===== src/rtl/prog_mod_counter.sv =====
// prog_mod_counter: runtime-programmable modulo counter with up/down count,
// synchronous load with clamp, shadowed modulus applied only at wrap or load,
// early-warning max_tick and a wrap pulse for cascading.
// Optional compare output enabled by defining PROG_MOD_COUNTER_CMP_EN.
module prog_mod_counter #(
    parameter int unsigned N         = 10,
    parameter int unsigned M_DEFAULT = 640,
    parameter int unsigned TICK_LEAD = 1
) (
    input  logic         clk,
    input  logic         reset_n,
    input  logic         clk_en,
    input  logic         pause,
    input  logic         dir,
    input  logic         load,
    input  logic [N-1:0] load_val,
    input  logic         mod_wr,
    input  logic [N-1:0] mod_in,
    output logic [N-1:0] q,
    output logic         max_tick,
    output logic         wrap,
`ifdef PROG_MOD_COUNTER_CMP_EN
    input  logic [N-1:0] cmp_val,
    output logic         cmp_match,
`endif
    output logic [N-1:0] mod_active
);

    // Modulus is held in N+1 bits so that 2^N is representable.
    localparam logic [N:0]   MOD_RST = (N+1)'(M_DEFAULT);
    localparam logic [N:0]   ONE_W   = (N+1)'(1);
    localparam logic [N+1:0] LEAD    = (N+2)'(TICK_LEAD);
    localparam logic [N-1:0] ONE_N   = N'(1);
    localparam logic [N-1:0] TWO_N   = N'(2);

    logic [N-1:0] cnt_q, cnt_d;
    logic [N:0]   mod_q, mod_d;
    logic [N:0]   pend_q, pend_d;
    logic         pend_vld_q, pend_vld_d;

    logic         adv;
    logic         at_term;
    logic         apply;
    logic [N-1:0] term;
    logic [N:0]   mod_m1;
    logic [N:0]   mod_next;
    logic [N:0]   next_m1;
    logic         tick_ok;
    logic [N+1:0] up_tgt;

    assign adv        = clk_en & ~pause & ~load;
    assign mod_m1     = mod_q - ONE_W;
    assign q          = cnt_q;
    assign mod_active = mod_q[N-1:0];

    // Terminal count, wrap pulse and the modulus that will be in force after this edge.
    always_comb begin
        term     = dir ? '0 : mod_m1[N-1:0];
        at_term  = (cnt_q == term);
        wrap     = adv & at_term;
        apply    = load | wrap;
        mod_next = (apply & pend_vld_q) ? pend_q : mod_q;
        next_m1  = mod_next - ONE_W;
    end

    // Early-warning tick, suppressed entirely when the lead reaches the modulus.
    always_comb begin
        tick_ok  = ({1'b0, mod_q} > LEAD);
        up_tgt   = {1'b0, mod_m1} - LEAD;
        max_tick = 1'b0;
        if (tick_ok) begin
            if (dir) begin
                max_tick = ({2'b00, cnt_q} == LEAD);
            end else begin
                max_tick = ({2'b00, cnt_q} == up_tgt);
            end
        end
    end

    // Next count and modulus shadowing: load beats advance beats hold.
    always_comb begin
        cnt_d      = cnt_q;
        mod_d      = mod_next;
        pend_d     = pend_q;
        pend_vld_d = pend_vld_q & ~apply;

        if (load) begin
            cnt_d = ({1'b0, load_val} >= mod_next) ? next_m1[N-1:0] : load_val;
        end else if (adv) begin
            if (at_term) begin
                cnt_d = dir ? next_m1[N-1:0] : '0;
            end else begin
                cnt_d = dir ? (cnt_q - ONE_N) : (cnt_q + ONE_N);
            end
        end

        // A write coinciding with apply lands after the old pending was consumed.
        if (mod_wr && (mod_in >= TWO_N)) begin
            pend_d     = {1'b0, mod_in};
            pend_vld_d = 1'b1;
        end
    end

    // State registers with asynchronous reset; the pending modulus is discarded.
    always_ff @(posedge clk or negedge reset_n) begin
        if (!reset_n) begin
            cnt_q      <= '0;
            mod_q      <= MOD_RST;
            pend_q     <= '0;
            pend_vld_q <= 1'b0;
        end else begin
            cnt_q      <= cnt_d;
            mod_q      <= mod_d;
            pend_q     <= pend_d;
            pend_vld_q <= pend_vld_d;
        end
    end

`ifdef PROG_MOD_COUNTER_CMP_EN
    logic cmp_match_q;

    assign cmp_match = cmp_match_q;

    // Registered compare against the next count, so it is high exactly while q == cmp_val.
    always_ff @(posedge clk or negedge reset_n) begin
        if (!reset_n) begin
            cmp_match_q <= 1'b0;
        end else begin
            cmp_match_q <= (cnt_d == cmp_val);
        end
    end
`endif

endmodule


===== config.mk =====
export PLATFORM = sky130hd
export DESIGN_NAME = prog_mod_counter
export DESIGN_NICKNAME = d
export VERILOG_FILES = /design/src/rtl/prog_mod_counter.sv
export SDC_FILE = /design/constraint.sdc
export NUM_CORES = 1
export LEC_CHECK = 0
export CAP_MARGIN = 20
export CORE_MARGIN = 10
export CORE_UTILIZATION = 45
export DETAILED_ROUTE_END_ITERATION = 8
export PLACE_DENSITY_LB_ADDON = 0.12
export SYNTH_ARGS = -nofsm -noshare
export SYNTH_HDL_FRONTEND = slang
export SYNTH_SLANG_ARGS = --single-unit

===== constraint.sdc =====
create_clock -name clk -period 12.3 [get_ports clk]
set_input_delay 2.46 -clock clk [delete_from_list [all_inputs] [get_ports clk]]
set_output_delay 2.46 -clock clk [all_outputs]
set_load 0.1 [all_outputs]

==> impl_metrics.csv, run 1 <==
group,metric,value,unit
status,outcome,"finished, final reports clean",
worst_setup_path,slowest_delay,1.16,ns
global_route,grt_max_degree,38,
cts,cts_tree,"done",
cells_and_area,antenna_cells,0,
floorplanning,initial_core_util,47.1,%
pwr,power.density,171,nW/um^2
floorplanning,fp.dieW,108,um
timing,fin_crit,8.27,ns
worst_setup_path,critPathKind,"input port to output port",
cts,cts_hold_buf,0,
synthesis,syn_area,3470,um^2
cts,path_clk_slew,0.07,ns
min_path,worstHoldPathCells,1,
synthesis,synth_ff_type,"dfrtp_1",
pwr,sw_frac_of_total,51.4,%
timing,setup_tns,0,ns
floorplanning,rows,31,
worst_setup_path,crit_slowest_cell,"clkdlybuf4s50_1",
floorplanning,fp.dieH,108,um
pwr,power.switching,352,uW
cts,clock_path_buffers,2,
detailed_routing,via_count,3154,
worst_setup_path,path_cells,"clkdlybuf4s50_1 -> buf_4 -> nor3b_1 -> a21oi_1 -> o31a_1 -> nor4_2 -> nand2_1 -> nor4_1 -> buf_4 -> clkdlybuf4s50_1",
timing,fmax,121,MHz
synthesis,ys_seq_area_share,23.1,%
timing,finClkSkew,0.00784,ns
run,maxCapViolations,0,
worst_setup_path,end_kind,"output port",
detailed_routing,finalWirelength,9.86,mm
synthesis,synth_area_leaders,"dfrtp_1 (22%), xnor2_1 (6.3%), mux2i_1 (6.1%)",
place,port_buffers,48,
synthesis,yosys_warnings,0,
pwr,max-vdd-ir-drop,109,uV
cts,clock_latency,0.29,ns
worst_setup_path,r2r_cells,20,
global_route,grtUsageMet1,21.6,%
cts,cts.repair.resized,0,
cts,cts_made_buffers,5,
cts,postCtsSetupBuffers,0,
cells_and_area,nets,479,
pwr,combPwrFrac,56.8,%
cells_and_area,layout_commonest_cell,"clkdlybuf4s50_1",
cells_and_area,syn_to_final_growth,15.5,%
floorplanning,io-pin-count,49,
global_route,grt_use_met3,2.51,%
global_route,antenna_found_initial,0,
place,gp_congestion,0.885,
detailed_routing,dr.pass1.iters,4,
detailed_routing,wire_per_inst,18.4,um
global_route,grt_first_pass_wirelength,16.0,mm
synthesis,ys_ff_latch,32,
detailed_routing,route.detailed.drc,0,
cells_and_area,drive_gt1_share,9.82,%
min_path,hold_class,"flip-flop to flip-flop",
synthesis,synth.avg_cell_area,8.34,um^2
detailed_routing,viasPerCell,5.87,
synthesis,netlist_instances,416,
global_route,track_usage,17.0,%
timing,relSlewSlack,32.5,%
synthesis,synth.top_cell.area_share,21.6,%
worst_setup_path,crit_arrival,5.81,ns
pwr,seqPwrFrac,26.7,%
cells_and_area,final_util,54.4,%
pwr,pwr-share-clk,16.5,%
cts,cts_root_buf,"clkbuf_8",
floorplanning,core_area,7370,um^2
pwr,power.total,684,uW
timing,fin_crit_sh,67.2,%
worst_setup_path,start_kind,"input port",
synthesis,synth_top_area_cell,"dfrtp_1",
synthesis,synthArstFlopShare,100,%
floorplanning,dieArea,11600,um^2
global_route,busiest_layer,"met2",
timing,hold_viol,0,
worst_setup_path,required,9.84,ns
global_route,first_global_vias,3119,
detailed_routing,drt_iter0_drc,167,
global_route,grt_overflow_total,0,
pwr,leakagePower,1.58,nW
synthesis,synth.distinct_cells,69,
cells_and_area,mostFrequentLayoutCells,"clkdlybuf4s50_1 (48), nand2_1 (30), dfrtp_1 (30)",
detailed_routing,antenna_left,0,
cells_and_area,fill_cells,711,
worst_setup_path,cp_max_fo,37,
timing,final_max_slew_viol_count,0,
cts,cts.sinks,32,
synthesis,synth_edf_count,0,
global_route,use_met2,29.1,%
timing,tightestPinTransition,1.00,ns
place,hpwl,7.77,mm
timing,setup_viol,0,
timing,holdWs,0.534,ns
synthesis,synth_nets,458,
timing,rsz0062_at_grt,"false",
pwr,p_int,333,uW
cts,htreeDepth,2,
## critical path, delay by kind of cell
kind                   cells  cell delay [ns]
buffers and inverters      4             2.00
AO/OA/AOI/OAI              2             0.31
AND/OR/NAND/NOR            4             1.02
## cell type report
class / count / area [um^2] / area share (%)
sequential: 32 / 803 / 20.0
clock buffer: 7 / 96.3 / 2.40
timing repair buffer: 52 / 510 / 12.7
inverter: 21 / 78.8 / 1.97
clock inverter: 1 / 30.0 / 0.749
tap: 99 / 124 / 3.09
multi-input combinational: 325 / 2370 / 59.0
## routing by layer
| metal | wire, um | vias to the layer above |
|---|---|---|
| li1 | - | 1549 |
| met1 | 4430 | 1499 |
| met3 | 565 | 11 |
| met2 | 4730 | 95 |
| met4 | 138 | 0 |
| met5 | 0 | - |
## cells by family (layout without fill, tap and decap cells)
logic type	after synthesis	in the layout	share of synthesized area [%]
flip-flops	32	32	23.1
AND/OR/NAND/NOR	155	155	25.2
AO/OA/AOI/OAI	88	88	18.3
multiplexers	33	33	10.3
adder cells (fa/ha/maj)	15	15	5.41
XOR/XNOR	34	34	8.98
buffers and inverters	59	81	8.65
## registers in the layout, indices dropped and copies added (netlist names)
signal,count
mod_q,11
pend_q,10
q,10
pend_vld_q,1
## stage by stage
step           worst slack (ns)  cell area, um^2  std cells
2_1_floorplan              2.75             3470        416
3_3_place_gp               4.11             3880        528
3_5_place_dp               4.08             3880        528
4_1_cts                    4.04             4000        536
5_1_grt                    3.83             4010        537
6_report                   4.03             4010        537
## cell usage after synthesis (all sizes together), types with 15 or more instances
master and n:
nand3 19, mux2i 21, a21oi 15, nor2 28, buf 16, xnor2 25, inv 21, clkbuf 22
ha 15, nand2 30, o21ai 23, dfrtp 30
## path summary, 6_finish.rpt
path | from | endpoint | slack (ns)
max | dir | wrap | 4.03
min | pend_q[9]$_DFFE_PN0P_ | pend_q[9]$_DFFE_PN0P_ | 0.53
max reg2reg | mod_q[0]$_DFF_PN0_ | q[9]$_DFFE_PN0P_ | 6.32
min reg2reg | pend_q[9]$_DFFE_PN0P_ | pend_q[9]$_DFFE_PN0P_ | 0.53
max in group asynchronous | reset_n | mod_q[7]$_DFF_PN1_ | 9.37
min in group asynchronous | reset_n | q[2]$_DFFE_PN0P_ | 2.57
## power groups by stage
stage / clock network, mW / registers [mW] / logic [mW]
detailed placement: 0 / 0.184 / 0.388
global placement: 0 / 0.184 / 0.386
global route: 0.119 / 0.188 / 0.417
CTS: 0.115 / 0.182 / 0.390
floorplan: 0 / 0.210 / 0.280
finish: 0.113 / 0.183 / 0.388
(Power assumes the default switching activity.)
==> run 2, diff against run 1 <==
- clock period: 12.3 -> 8.3 ns (I/O delays scaled with it)
==> impl_metrics.csv, run 2 (synthesis results as in run 1) <==
group,metric,value,unit
pwr,leakagePower,1.57,nW
timing,rsz0062_at_grt,"false",
cells_and_area,syn_to_final_growth,14.6,%
min_path,worstHoldPathCells,1,
cts,clock_latency,0.29,ns
timing,fin_crit_sh,81.6,%
worst_setup_path,end_kind,"output port",
timing,holdWs,0.511,ns
detailed_routing,finalWirelength,10.1,mm
global_route,grt_overflow_total,0,
cells_and_area,largest_reg_flops,11,
cells_and_area,nets,479,
floorplanning,fp.dieW,108,um
cells_and_area,fin_area,3980,um^2
detailed_routing,viasPerCell,5.93,
place,placed_area,3870,um^2
timing,tightestPinTransition,1.02,ns
worst_setup_path,cp_max_fo,14,
cts,clock_path_buffers,2,
worst_setup_path,start_kind,"flip-flop",
floorplanning,core_area,7370,um^2
global_route,grt_first_pass_wirelength,16.4,mm
cts,cts_made_buffers,5,
global_route,grt_max_degree,33,
run,maxCapViolations,0,
worst_setup_path,r2r_cells,20,
floorplanning,rows,31,
detailed_routing,antenna_left,0,
floorplanning,initial_core_util,47.1,%
detailed_routing,wire_per_inst,18.8,um
timing,final_max_slew_viol_count,0,
detailed_routing,drt_iter0_drc,161,
worst_setup_path,critPathKind,"flip-flop to output port",
cts,cts_tree,"done",
cts,cts_hold_buf,0,
cts,cts.repair.resized,0,
floorplanning,dieArea,11600,um^2
floorplanning,fp.dieH,108,um
timing,finClkSkew,0.0111,ns
global_route,first_global_vias,3158,
pwr,power.density,248,nW/um^2
cts,htreeDepth,2,
pwr,power.total,986,uW
timing,fmax,148,MHz
detailed_routing,via_count,3185,
cells_and_area,layout_commonest_cell,"clkdlybuf4s50_1",
cells_and_area,mostFrequentLayoutCells,"clkdlybuf4s50_1 (47), nand2_1 (30), dfrtp_1 (30)",
floorplanning,io-pin-count,49,
cts,postCtsSetupBuffers,0,
worst_setup_path,required,6.64,ns
cells_and_area,drive_gt1_share,9.82,%
cts,cts_root_buf,"clkbuf_8",
pwr,max-vdd-ir-drop,153,uV
timing,setup_tns,0,ns
timing,relSlewSlack,31.2,%
status,outcome,"finished, final reports clean",
cells_and_area,antenna_cells,0,
timing,hold_viol,0,
place,gp_congestion,0.892,
place,hpwl,8.03,mm
min_path,hold_class,"flip-flop to flip-flop",
worst_setup_path,crit_arrival,5.12,ns
cts,path_clk_slew,0.07,ns
cells_and_area,regMostFlops,"mod_q",
cts,cts.sinks,32,
global_route,track_usage,17.4,%
place,port_buffers,48,
detailed_routing,route.detailed.drc,0,
timing,fin_crit,6.78,ns
timing,setup_viol,0,
global_route,antenna_found_initial,0,
detailed_routing,dr.pass1.iters,4,
[run 2: layer usage]
metal	vias up	track usage, %	part of all wire, %
met5	-	0	0
met4	0	5.53	1.5
met3	13	2.22	5.0
met2	89	29.7	49
met1	1532	22.2	44
li1	1551	-	-
[run 2: final timing paths]
check	from	end	slack [ns]
worst max-delay path	mod_q[0]$_DFF_PN0_	max_tick	1.52
worst min-delay path	pend_q[9]$_DFFE_PN0P_	pend_q[9]$_DFFE_PN0P_	0.51
worst max register to register	mod_q[0]$_DFF_PN0_	q[8]$_DFFE_PN0P_	2.55
worst min register to register	pend_q[9]$_DFFE_PN0P_	pend_q[9]$_DFFE_PN0P_	0.51
max in group asynchronous	reset_n	mod_q[9]$_DFF_PN1_	6.20
min in group asynchronous	reset_n	q[2]$_DFFE_PN0P_	1.76
[run 2: area by class of cell]
class / instances / area, um^2
clock buffer: 8 / 100
multi-input combinational: 325 / 2370
tap: 99 / 124
sequential: 32 / 803
inverter: 21 / 78.8
timing repair buffer: 52 / 505
fill: 693 / 3390
[run 2: power breakdown]
group / internal (mW) / switching [mW] / total [mW]
Combinational: 0.202 / 0.377 / 0.579
Sequential: 0.185 / 0.0884 / 0.274
Clock: 0.0756 / 0.0575 / 0.133
Total: 0.463 / 0.523 / 0.986
[run 2: critical path: stages (launching register included)]
cell and delay (ns):
dfrtp_1 0.59, inv_1 0.18, ha_1 0.21, nor3b_1 0.65
xnor2_1 0.29, nand2_1 0.15, nor3_1 0.43, nand2_1 0.16
nor2_1 0.16, xnor2_1 0.07, or3_1 0.32, a211o_1 0.29
a22oi_1 0.15, clkdlybuf4s50_1 1.16
[run 2: stage by stage]
| stage | std cells | utilization, % | setup slack, ns |
|---|---|---|---|
| floorplan | 416 | - | 0.346 |
| global placement | 528 | 52.6 | 1.51 |
| detailed placement | 528 | 52.6 | 1.35 |
| CTS | 536 | 53.9 | 1.56 |
| global route | 537 | 54.0 | 1.15 |
| finish | 537 | 54.0 | 1.52 |
==> run 3, diff against run 2 <==
- clock period: 8.3 -> 5.65 ns (I/O delays scaled with it)
==> impl_metrics.csv, run 3 (synthesis results as in run 1) <==
group,metric,value,unit
cells_and_area,nets,496,
floorplanning,initial_core_util,47.1,%
timing,finClkSkew,0.00676,ns
floorplanning,fp.dieH,108,um
detailed_routing,wire_per_inst,18.9,um
place,gp_congestion,0.897,
cells_and_area,layout_commonest_cell,"clkdlybuf4s50_1",
detailed_routing,drt_iter0_drc,208,
cells_and_area,antenna_cells,0,
run,maxCapViolations,0,
global_route,grt_first_pass_wirelength,17.1,mm
detailed_routing,dr.pass1.iters,4,
min_path,hold_class,"flip-flop to flip-flop",
cts,cts.sinks,32,
timing,final_max_slew_viol_count,0,
worst_setup_path,crit_arrival,5.53,ns
worst_setup_path,r2r-start,"mod_q[1]$_DFF_PN0_",
cells_and_area,final_cells,554,
global_route,first_global_vias,3306,
floorplanning,fp.dieW,108,um
detailed_routing,antenna_left,0,
global_route,grt_overflow_total,0,
floorplanning,core_area,7370,um^2
worst_setup_path,start_kind,"input port",
cells_and_area,regMostFlops,"mod_q",
cts,htreeDepth,2,
timing,setup_slack,0.270,ns
worst_setup_path,end_kind,"flip-flop",
min_path,hp-start,"pend_vld_q$_DFF_PN0_",
min_path,worstHoldPathCells,1,
timing,fmax,186,MHz
global_route,antenna_found_initial,0,
detailed_routing,viasPerCell,5.86,
status,outcome,"finished, final reports clean",
place,placedCellCount,545,
worst_setup_path,cp_max_fo,12,
cts,cts_hold_buf,0,
timing,fin_crit_sh,95.2,%
worst_setup_path,critPathKind,"input port to flip-flop",
floorplanning,dieArea,11600,um^2
timing,setup_tns,0,ns
cells_and_area,mostFrequentLayoutCells,"clkdlybuf4s50_1 (46), nand2_1 (30), dfrtp_1 (30)",
detailed_routing,finalWirelength,10.5,mm
cells_and_area,syn_to_final_growth,19.4,%
cts,cts_tree,"done",
floorplanning,io-pin-count,49,
timing,fin_crit,5.38,ns
global_route,grt_max_degree,33,
place,hpwl,8.39,mm
timing,holdWs,0.538,ns
pwr,leakagePower,1.66,nW
cts,cts_root_buf,"clkbuf_8",
cts,postCtsSetupBuffers,0,
detailed_routing,via_count,3248,
cts,clock_path_buffers,2,
worst_setup_path,crit_path_start,"dir",
worst_setup_path,required,5.80,ns
floorplanning,rows,31,
worst_setup_path,r2r_cells,19,
pwr,power.density,355,nW/um^2
cells_and_area,largest_reg_flops,11,
timing,setup_viol,0,
cts,cts_made_buffers,5,
timing,tightestPinTransition,0.992,ns
cts,path_clk_slew,0.07,ns
global_route,track_usage,18.1,%
pwr,max-vdd-ir-drop,202,uV
timing,rsz0062_at_grt,"false",
timing,hold_viol,0,
place,port_buffers,48,
cells_and_area,drive_gt1_share,13.6,%
detailed_routing,route.detailed.drc,0,
place,pre_cts_ws,-0.00641,ns
timing,relSlewSlack,33.7,%
cts,clock_latency,0.28,ns
==> run 3: cell count changes in the layout (fill, tap and decap cells not counted), sizes merged <==
cell,previous run,this run
buf,5,23
clkdlybuf4s50,47,46
==> run 3: where the power goes <==
part | switching (mW) | leakage, nW | internal, mW
Clock | 0.0840 | 0.0455 | 0.0993
Sequential | 0.113 | 0.380 | 0.272
Combinational | 0.581 | 1.23 | 0.322
Total | 0.779 | 1.66 | 0.694
==> run 3: worst paths after layout <==
kind,endpoint,slack (ns)
max,q[8]$_DFFE_PN0P_,0.27
min,pend_vld_q$_DFF_PN0_,0.54
max reg2reg,q[8]$_DFFE_PN0P_,0.66
min reg2reg,pend_vld_q$_DFF_PN0_,0.54
max in group asynchronous,mod_q[7]$_DFF_PN1_,4.06
min in group asynchronous,q[0]$_DFFE_PN0P_,1.25
==> run 3: repair_timing <==
item | CTS | global route
setup endpoints to repair | 0 | 1
gates resized for setup | 0 | 1
endpoints found under the hold margin | 0 | 0
==> run 3: area by class of cell <==
class	count	area, um^2
Timing Repair Buffer	69	671
Tap cell	99	124
Clock buffer	8	90.1
Sequential cell	32	803
Inverter	21	78.8
Fill cell	701	3230
Multi-Input combinational cell	325	2380
==> run 3: through the flow <==
stage               instance area (um^2)  utilization (%)  total power, mW
floorplan                           3480                -             1.07
global placement                    4040             54.9             1.28
detailed placement                  4040             54.9             1.29
CTS                                 4130             56.1             1.47
global route                        4140             56.2             1.56
finish                              4140             56.2             1.47
==> run 3: worst max-delay path, stage by stage <==
cell	delay (ns)
clkdlybuf4s50_1	0.52
buf_4	0.23
or4_1	0.55
a21o_1	0.20
o211a_2	0.15
and4_1	0.24
nor2_4	0.17
mux2i_1	0.30
ha_1	0.31
a21o_1	0.18
a21o_1	0.16
a21oi_1	0.23
a31oi_4	0.08
a211oi_1	0.29
o211ai_2	0.15
o211ai_4	0.26
mux2i_1	0.29
o211ai_2	0.09
==> run 3: layer usage <==
| layer | global-route usage, % | vias up | part of all wire, % |
|---|---|---|---|
| met2 | 31.1 | 101 | 48 |
| met4 | 5.63 | 0 | 2.2 |
| met5 | 0 | - | 0 |
| met3 | 2.99 | 18 | 5.5 |
| met1 | 22.5 | 1551 | 44 |
| li1 | - | 1578 | - |
